## config.mk

```make
export PLATFORM = sky130hd
export DESIGN_NAME = array_read_sequencer
export DESIGN_NICKNAME = d
export VERILOG_FILES = /design/src/rtl/array_read_sequencer_pkg.sv /design/src/rtl/array_read_sequencer_channel.sv /design/src/rtl/array_read_sequencer.sv
export SDC_FILE = /design/constraint.sdc
export NUM_CORES = 1
export LEC_CHECK = 0
export CAP_MARGIN = 20
export CELL_PAD_IN_SITES_DETAIL_PLACEMENT = 1
export CELL_PAD_IN_SITES_GLOBAL_PLACEMENT = 1
export CORE_MARGIN = 2
export CORE_UTILIZATION = 39
export DETAILED_ROUTE_END_ITERATION = 16
export HOLD_SLACK_MARGIN = 0.15
export PLACE_DENSITY_LB_ADDON = 0.1
export SLEW_MARGIN = 20
export SYNTH_ARGS = -nofsm -noshare
export SYNTH_HDL_FRONTEND = slang
export SYNTH_SLANG_ARGS = --single-unit
```

## constraint.sdc

```tcl
create_clock -name clk -period 2.22 [get_ports clk]
set_input_delay 0.444 -clock clk [delete_from_list [all_inputs] [get_ports clk]]
set_output_delay 0.444 -clock clk [all_outputs]
set_load 0.01 [all_outputs]
```

## src/rtl/array_read_sequencer_pkg.sv

```systemverilog
// ----------------------------------------------------------------------------
// array_read_sequencer_pkg
// Shared widths and the per-channel state encoding for the lookup-array
// read sequencer. The array has four ports, 256 entries and 8-bit data.
// No ports (package).
// ----------------------------------------------------------------------------
package array_read_sequencer_pkg;

  localparam int ARR_AW         = 8;
  localparam int ARR_DW         = 8;
  localparam int ARR_NPORT      = 4;
  localparam int ARR_FIFO_DEPTH = 2;

  typedef enum logic {
    ST_IDLE  = 1'b0,
    ST_FETCH = 1'b1
  } chanState_e;

endpackage : array_read_sequencer_pkg

```

## src/rtl/array_read_sequencer_channel.sv

```systemverilog
// ----------------------------------------------------------------------------
// array_read_sequencer_channel
// One requester channel: accepts a 1-4 byte burst, walks the array address
// register across the burst, captures each returned byte into a small
// response FIFO and presents the FIFO head to the core.
// Ports:
//   clk, reset            clock, synchronous active-low reset
//   req_valid/req_ready   request handshake
//   req_addr, req_len     burst start address and length-1
//   rsp_valid/rsp_ready   response handshake
//   rsp_data, rsp_last    response byte and end-of-burst flag
//   arr_addr              registered address to the array port
//   arr_data              byte returned by the array for arr_addr
// ----------------------------------------------------------------------------
module array_read_sequencer_channel
  import array_read_sequencer_pkg::*;
#(
  parameter int AW         = ARR_AW,
  parameter int DW         = ARR_DW,
  parameter int FIFO_DEPTH = ARR_FIFO_DEPTH
) (
  input  logic          clk,
  input  logic          reset,
  input  logic          req_valid,
  output logic          req_ready,
  input  logic [AW-1:0] req_addr,
  input  logic [1:0]    req_len,
  output logic          rsp_valid,
  input  logic          rsp_ready,
  output logic [DW-1:0] rsp_data,
  output logic          rsp_last,
  output logic [AW-1:0] arr_addr,
  input  logic [DW-1:0] arr_data
);

  localparam int PW = (FIFO_DEPTH > 1) ? $clog2(FIFO_DEPTH) : 1;
  localparam int CW = PW + 1;

  chanState_e    state_q, state_d;
  logic [AW-1:0] arrAddr_q, arrAddr_d;
  logic [1:0]    remaining_q, remaining_d;
  logic [PW-1:0] rdPtr_q, wrPtr_q;
  logic [CW-1:0] count_q, count_d;
  logic [DW:0]   fifoMem_q [FIFO_DEPTH];

  logic          push;
  logic          pop;
  logic          fifoFull;
  logic [DW:0]   headEntry;

  // Fullness is judged on the count at the start of the cycle, so a pop in
  // the same cycle never frees room for a push.
  assign fifoFull  = (count_q == CW'(FIFO_DEPTH));
  assign rsp_valid = (count_q != '0);
  assign pop       = rsp_valid && rsp_ready;
  assign headEntry = fifoMem_q[rdPtr_q];
  assign rsp_data  = rsp_valid ? headEntry[DW-1:0] : '0;
  assign rsp_last  = rsp_valid && headEntry[DW];
  assign arr_addr  = arrAddr_q;

  // Next-state logic: IDLE waits for a request, FETCH pushes one byte per
  // cycle while there is room and stalls (holding address) when full.
  always_comb begin
    state_d     = state_q;
    arrAddr_d   = arrAddr_q;
    remaining_d = remaining_q;
    req_ready   = 1'b0;
    push        = 1'b0;
    case (state_q)
      ST_IDLE: begin
        // Ready is withheld while reset is asserted.
        req_ready = reset;
        if (req_valid) begin
          arrAddr_d   = req_addr;
          remaining_d = req_len;
          state_d     = ST_FETCH;
        end
      end
      ST_FETCH: begin
        if (!fifoFull) begin
          push = 1'b1;
          if (remaining_q == 2'd0) begin
            state_d = ST_IDLE;
          end else begin
            arrAddr_d   = arrAddr_q + 1'b1;
            remaining_d = remaining_q - 2'd1;
          end
        end
      end
      default: state_d = ST_IDLE;
    endcase
  end

  // FIFO occupancy bookkeeping; push and pop together leave it unchanged.
  always_comb begin
    count_d = count_q;
    case ({push, pop})
      2'b10:   count_d = count_q + 1'b1;
      2'b01:   count_d = count_q - 1'b1;
      default: count_d = count_q;
    endcase
  end

  // State, address counter and FIFO storage. Reset drops any burst in flight
  // and empties the FIFO.
  always_ff @(posedge clk) begin
    if (!reset) begin
      state_q     <= ST_IDLE;
      arrAddr_q   <= '0;
      remaining_q <= '0;
      rdPtr_q     <= '0;
      wrPtr_q     <= '0;
      count_q     <= '0;
      for (int i = 0; i < FIFO_DEPTH; i++) begin
        fifoMem_q[i] <= '0;
      end
    end else begin
      state_q     <= state_d;
      arrAddr_q   <= arrAddr_d;
      remaining_q <= remaining_d;
      count_q     <= count_d;
      if (push) begin
        fifoMem_q[wrPtr_q] <= {(remaining_q == 2'd0), arr_data};
        wrPtr_q            <= wrPtr_q + 1'b1;
      end
      if (pop) begin
        rdPtr_q <= rdPtr_q + 1'b1;
      end
    end
  end

endmodule : array_read_sequencer_channel

```

## src/rtl/array_read_sequencer.sv

```systemverilog
// ----------------------------------------------------------------------------
// array_read_sequencer
// Four independent read channels in front of the 4-port lookup array. This
// level only slices the flat buses into per-channel fields.
// Ports (channel n occupies slice n of every bus):
//   clk, reset            clock, synchronous active-low reset
//   req_valid/req_ready   per-channel request handshake
//   req_addr, req_len     per-channel burst start address and length-1
//   rsp_valid/rsp_ready   per-channel response handshake
//   rsp_data, rsp_last    per-channel response byte and end-of-burst flag
//   arr_addr, arr_data    array AddressBusN / DataBusN
// ----------------------------------------------------------------------------
module array_read_sequencer
  import array_read_sequencer_pkg::*;
#(
  parameter int NPORT      = ARR_NPORT,
  parameter int AW         = ARR_AW,
  parameter int DW         = ARR_DW,
  parameter int FIFO_DEPTH = ARR_FIFO_DEPTH
) (
  input  logic                clk,
  input  logic                reset,
  input  logic [NPORT-1:0]    req_valid,
  output logic [NPORT-1:0]    req_ready,
  input  logic [NPORT*AW-1:0] req_addr,
  input  logic [NPORT*2-1:0]  req_len,
  output logic [NPORT-1:0]    rsp_valid,
  input  logic [NPORT-1:0]    rsp_ready,
  output logic [NPORT*DW-1:0] rsp_data,
  output logic [NPORT-1:0]    rsp_last,
  output logic [NPORT*AW-1:0] arr_addr,
  input  logic [NPORT*DW-1:0] arr_data
);

  for (genvar n = 0; n < NPORT; n++) begin : gen_chan
    array_read_sequencer_channel #(
      .AW         (AW),
      .DW         (DW),
      .FIFO_DEPTH (FIFO_DEPTH)
    ) u_chan (
      .clk       (clk),
      .reset     (reset),
      .req_valid (req_valid[n]),
      .req_ready (req_ready[n]),
      .req_addr  (req_addr[n*AW +: AW]),
      .req_len   (req_len[n*2 +: 2]),
      .rsp_valid (rsp_valid[n]),
      .rsp_ready (rsp_ready[n]),
      .rsp_data  (rsp_data[n*DW +: DW]),
      .rsp_last  (rsp_last[n]),
      .arr_addr  (arr_addr[n*AW +: AW]),
      .arr_data  (arr_data[n*DW +: DW])
    );
  end

endmodule : array_read_sequencer

```

# After elaboration in Yosys (flattened, before gate mapping)
# Memories as Yosys holds them, arrays and structs flattened. A register that Yosys moved wholly into a read port is not among the register bits.
# Cells that the tools add are included.
# W data, S select, Z words.
classes:
  n_addsub: 24
  reduce_logical: 28
  n_mux: 101
  eq_ne: 24
  n_bitwise: 4
op_table:
  columns: ["op", "count"]
  rows:
  - ["$mux W8", 16]
  - ["$pmux W8 S2", 4]
  - ["$mux W1", 53]
  - ["$mux W9", 4]
  - ["$reduce_or A9 Y1", 4]
  - ["$add A8 B1 Y8 const B", 4]
  - ["$pmux W2 S2", 8]
  - ["$mux W2", 12]
  - ["$ne A2 B2 Y1 const B", 12]
  - ["$eq A2 B2 Y1 const B", 8]
  - ["$reduce_bool A2 Y1", 8]
  - ["$sub A2 B1 Y2 const B", 8]
  - ["$reduce_and A3 Y1", 4]
  - ["$add A1 B1 Y1 const B", 8]
  - ["$add A2 B1 Y2 const B", 4]
  - ["$eq A2 B1 Y1 const B", 4]
  - ["$logic_and A1 B1 Y1", 8]
  - ["$logic_not A2 Y1", 4]
  - ["$pmux W1 S2", 4]
  - ["$not A1 Y1", 4]
word_totals:
  register_bits: 60
  out_inout_bits: 76
  mem_count: 4
  mem_bits_rw: 72
  elab_cells: 209
  in_bits: 82
memory_table:
  columns: ["memory", "words", "word_bits", "read_ports", "rd_clocked_by_memory_dff", "write_ports", "line_no", "rtl"]
  rows:
  - ["gen_chan[0].u_chan.fifoMem_q", 2, 9, 1, 1, 2, "array_read_sequencer_channel.sv:44", "logic [DW:0] fifoMem_q [FIFO_DEPTH];"]
  - ["gen_chan[1].u_chan.fifoMem_q", 2, 9, 1, 1, 2, "array_read_sequencer_channel.sv:44", null]
  - ["gen_chan[2].u_chan.fifoMem_q", 2, 9, 1, 1, 2, "array_read_sequencer_channel.sv:44", null]
  - ["gen_chan[3].u_chan.fifoMem_q", 2, 9, 1, 1, 2, "array_read_sequencer_channel.sv:44", null]

# Logic depth before layout (Yosys ltp)
depth:
  word_depth: 8
  ltp_mapped: 7
  mapped_depth_nobuf: 7

# Cells and area by module
# From an unflattened synthesis, not the netlist that was laid out.
unflattened:
  cells_unflattened: 658
  area_unflattened_um2: 6816.5
by_module_without_submodules:
  columns: ["module", "instances", "area_per_inst_um2", "cells_per_inst"]
  rows:
  - ["array_read_sequencer_channel at gen_chan[0].u_chan ...", 3, 1700.4, 164]
  - ["array_read_sequencer_channel at gen_chan[2].u_chan", 1, 1715.4, 166]

# Worst setup path before layout
# Ideal clock, no wire load.
synth_path:
  path_kind: "in2reg"
  from: "input port reset"
  to: "memory gen_chan[0].u_chan.fifoMem_q[1][0] (netlist bit) (enable)"
  cell_stages: 3
  slack_ns: 0.323
  arrival_ns: 1.509
  required_ns: 1.833
  cell_sequence: "clkbuf_1 -> nand2_1 -> o21ai_0"
synth_rtl:
  columns: ["item", "line_no", "rtl"]
  rows:
  - ["start: declaration", "array_read_sequencer.sv:22", "input logic reset,"]
  - ["end: declaration", "array_read_sequencer_channel.sv:44", null]

# Worst setup path in the final report
layout_path:
  from: "register gen_chan[2].u_chan.count_q[0]"
  to: "output port rsp_data[23]"
layout_via:
  elab_chain_cells: 2
layout_rtl:
  columns: ["item", "line_no", "rtl"]
  rows:
  - ["start: declaration", "array_read_sequencer_channel.sv:43", "logic [CW-1:0] count_q, count_d;"]
  - ["start signal: assignment", "array_read_sequencer_channel.sv:121", "count_q <= count_d;"]
  - ["$reduce_bool A2 Y1", "array_read_sequencer_channel.sv:54", "assign rsp_valid = (count_q != '0);"]
  - ["$mux W8", "array_read_sequencer_channel.sv:57", "assign rsp_data = rsp_valid ? headEntry[DW-1:0] : '0;"]
  - ["end: declaration", "array_read_sequencer.sv:29", "output logic [NPORT*DW-1:0] rsp_data,"]
# No other way between the ends.

==> results.tsv <==
stage	metric	value	unit
synthesis	synth_seq_cells	136	
worst_hold_path	hp-class	in2reg	
drt	postRouteAntennaNets	0	
finish	finalNetCount	931	
clock_tree	ctsHoldBuffers	0	
synthesis	synth-edff-count	72	
clock_tree	cts_tree	done	
synthesis	seq_area_frac_synth	50.5	%
placement	placed_cell_area	0.00860	mm²
grt	grt_pass1_wl	28300	µm
drt	drc	0	
synthesis	synth_top_area_share	31.7	%
synthesis	synth_cell_type_count	57	
sta	rsz0062_at_grt	false	
drt	wirelength	17600	µm
sta	clock.fmax	465	MHz
power_and_ir_drop	combPwrFrac	30.2	%
drt	top_layer_used	met4	
power_and_ir_drop	powerDensity	954	mW/mm²
synthesis	async_flop_share	0	%
drt	dr_wl_met3	737	µm
synthesis	syn-instance-count	684	
sta	hold_violations	0	
die	die_y	136	µm
sta	finalSetupViolCount	0	
clock_tree	cts_setup_buffers	0	
synthesis	yosysMostFrequentCell	and2_1	
placement	gp_congestion	0.786	
sta	maxSlewHeadroom	41.1	%
worst_setup_path	worstSetupPathType	reg2out	
flow_run	max-cap-violations	0	
die	start_util	39.7	%
die	pin_count	158	
worst_setup_path	cp.arrival	1.70	ns
sta	skew	0.00941	ns
grt	grt_usage	19.6	%
drt	num_vias	5515	
grt	grt_pass1_vias	5697	
sta	setup_tns	0	ns
die	die_w	136	µm
grt	grt_max_degree	48	
status	status	finished, final reports clean	
sta	final.period_utilization	96.8	%
synthesis	syn_avg_cell_area	9.96	µm²
finish	syn_to_final_growth	35.7	%
worst_setup_path	cp_slowest_cell	clkdlybuf4s50_1	
power_and_ir_drop	internal_power	6050	µW
finish	stdcell_area	0.00925	mm²
power_and_ir_drop	clkPwrFrac	32.0	%
grt	antenna_found_initial	0	
synthesis	synth_flop_cell	edfxtp_1	
synthesis	synth_warnings	0	
power_and_ir_drop	netSwitchingFraction	31.4	%
sta	worst-slew-pin-transition	0.877	ns
worst_setup_path	critPathLaunchType	register	
clock_tree	numCtsBuffers	17	
power_and_ir_drop	leakagePower	0.00345	µW
die	coreArea	0.0172	mm²
power_and_ir_drop	net-switching-power	2770	µW
clock_tree	clk_pin_slew_worst_paths	0.06	ns
finish	n_fill_cell	1922	
worst_setup_path	endpoint_kind	primary output	
worst_setup_path	critPathRequiredTime	1.78	ns
finish	drive_gt1_share	10.0	%
sta	min_period	2.15	ns
drt	drt_pass1_iterations	4	
sta	slew_violations	0	
power_and_ir_drop	p_total	8820	µW
synthesis	yosys-top-cells-area	edfxtp_1 32%, dfxtp_1 19%, and2_1 7.0%	
worst_setup_path	crit_chain	nor2_4 -> nor2_1 -> clkdlybuf4s50_1	
synthesis	syn-cell-area	0.00682	mm²
synthesis	syn_nets	778	
clock_tree	cts-root-buf	clkbuf_16	
placement	hpwlAfterDp	12900	µm
synthesis	synth.top_cells.by_count	76 x and2_1, 74 x nor2_1, 72 x edfxtp_1	
die	die_area	0.0185	mm²
drt	met1_length	7680	µm
drt	via_per_inst	5.13	
drt	met2_length	8920	µm
power_and_ir_drop	irDropWorstVdd	492	µV
die	num_rows	48	
clock_tree	htreeDepth	4	
placement	portBuffers	157	
clock_tree	clock_latency	0.42	ns
power_and_ir_drop	power_frac_seq	37.8	%
worst_setup_path	cp_max_fo	11	
worst_setup_path	cpPeakStageDelay	0.56	ns
finish	diodes	0	
drt	first_iter_violations	264	
clock_tree	cts_max_path_buffers	2	
synthesis	synth_top_cell_by_area	edfxtp_1	
clock_tree	cts_sinks	136	
drt	avgRoutedWirePerCell	16.4	µm
grt	overflow	0	
## sequential cells by signal, indices dropped and copies added (netlist names), named ones only
signal                       flops
gen_chan.u_chan.state_q          4
gen_chan.u_chan.fifoMem_q       72
gen_chan.u_chan.rdPtr_q          4
gen_chan.u_chan.count_q          8
gen_chan.u_chan.arr_addr        32
gen_chan.u_chan.remaining_q      8
gen_chan.u_chan.wrPtr_q          4
## power by group through the flow
stage               clock network (µW)  logic (µW)  registers, µW
floorplan                            0        1630           3300
global placement                     0        2530           3320
detailed placement                   0        2640           3360
CTS                               2880        2680           3330
global route                      2990        2920           3390
finish                            2830        2660           3340
## path summary, 6_finish.rpt
path	startpoint	to	slack, ns	cells past startpoint
setup / recovery	gen_chan[2].u_chan.count_q[0]	rsp_data[23]	0.07	3
hold / removal	reset	gen_chan[1].u_chan.arr_addr[1]	0.42	3
setup reg to reg	gen_chan[2].u_chan.count_q[0]	gen_chan[2].u_chan.fifoMem_q[1][2]	0.32	4
hold reg to reg	gen_chan[0].u_chan.remaining_q[1]	gen_chan[0].u_chan.remaining_q[1]	0.48	2
## layout by cell type (no fill, tap or decap), types with 8 or more instances in the layout
master	n
a211oi_1	8
a21oi_1	35
and2_1	76
buf_4	18
clkbuf_16	17
clkdlybuf4s50_1	154
dfxtp_1	64
edfxtp_1	72
ha_1	12
inv_1	28
mux2i_1	40
nand2_1	38
nand2b_1	9
nand3_1	12
nor2_1	70
nor2b_1	18
nor3_1	11
o21ai_0	34
xor2_1	11
## cell families (layout without fill, tap and decap cells)
group / count (synthesis) / in the layout / share of synthesized area [%]
AND/OR/NAND/NOR: 268 / 268 / 20.3
flip-flops: 136 / 136 / 50.5
AO/OA/AOI/OAI: 131 / 131 / 12.9
buffers and inverters: 76 / 242 / 5.36
multiplexers: 45 / 45 / 6.65
XOR/XNOR: 16 / 16 / 2.06
adder cells (fa/ha/maj): 12 / 12 / 2.20
## metrics by stage
| stage | utilization [%] | instances | setup slack [ns] | hold WS, ns |
|---|---|---|---|---|
| floorplan | - | 684 | 0.323 | 0.432 |
| global placement | 50.1 | 1043 | 0.196 | 0.440 |
| detailed placement | 50.1 | 1043 | 0.110 | 0.471 |
| CTS | 53.7 | 1075 | 0.0239 | 0.427 |
| global route | 53.9 | 1075 | 0.00875 | 0.457 |
| finish | 53.9 | 1075 | 0.0716 | 0.419 |
## per-layer routing
| layer | vias to the layer above | global-route usage (%) |
|---|---|---|
| met5 | - | 0 |
| li1 | 2702 | - |
| met3 | 21 | 3.73 |
| met2 | 113 | 34.4 |
| met1 | 2679 | 24.0 |
| met4 | 0 | 6.83 |
## worst max-delay path: cells and delay by family (launching register included)
kind	cells	cell delay (ns)
simple gates	2	0.28
flops	1	0.44
buf+inv	1	0.56
## repair_timing
item / 4_1_cts / 5_1_grt
pin swaps: 0 / 0
setup endpoints to repair: 40 / 12
resized for setup: 8 / 9
hold endpoints to repair: 0 / 0
## layout make-up
class	instances	area (µm²)	share of cell area, %
Clock buffer	17	425	4.60
Clock inverter	15	165	1.79
Inverter	30	115	1.24
Multi-Input combinational cell	472	3050	33.0
Sequential cell	136	3440	37.2
Tap cell	225	282	3.04
Timing Repair Buffer	180	1770	19.2
Power figures use the tool's default switching activity.
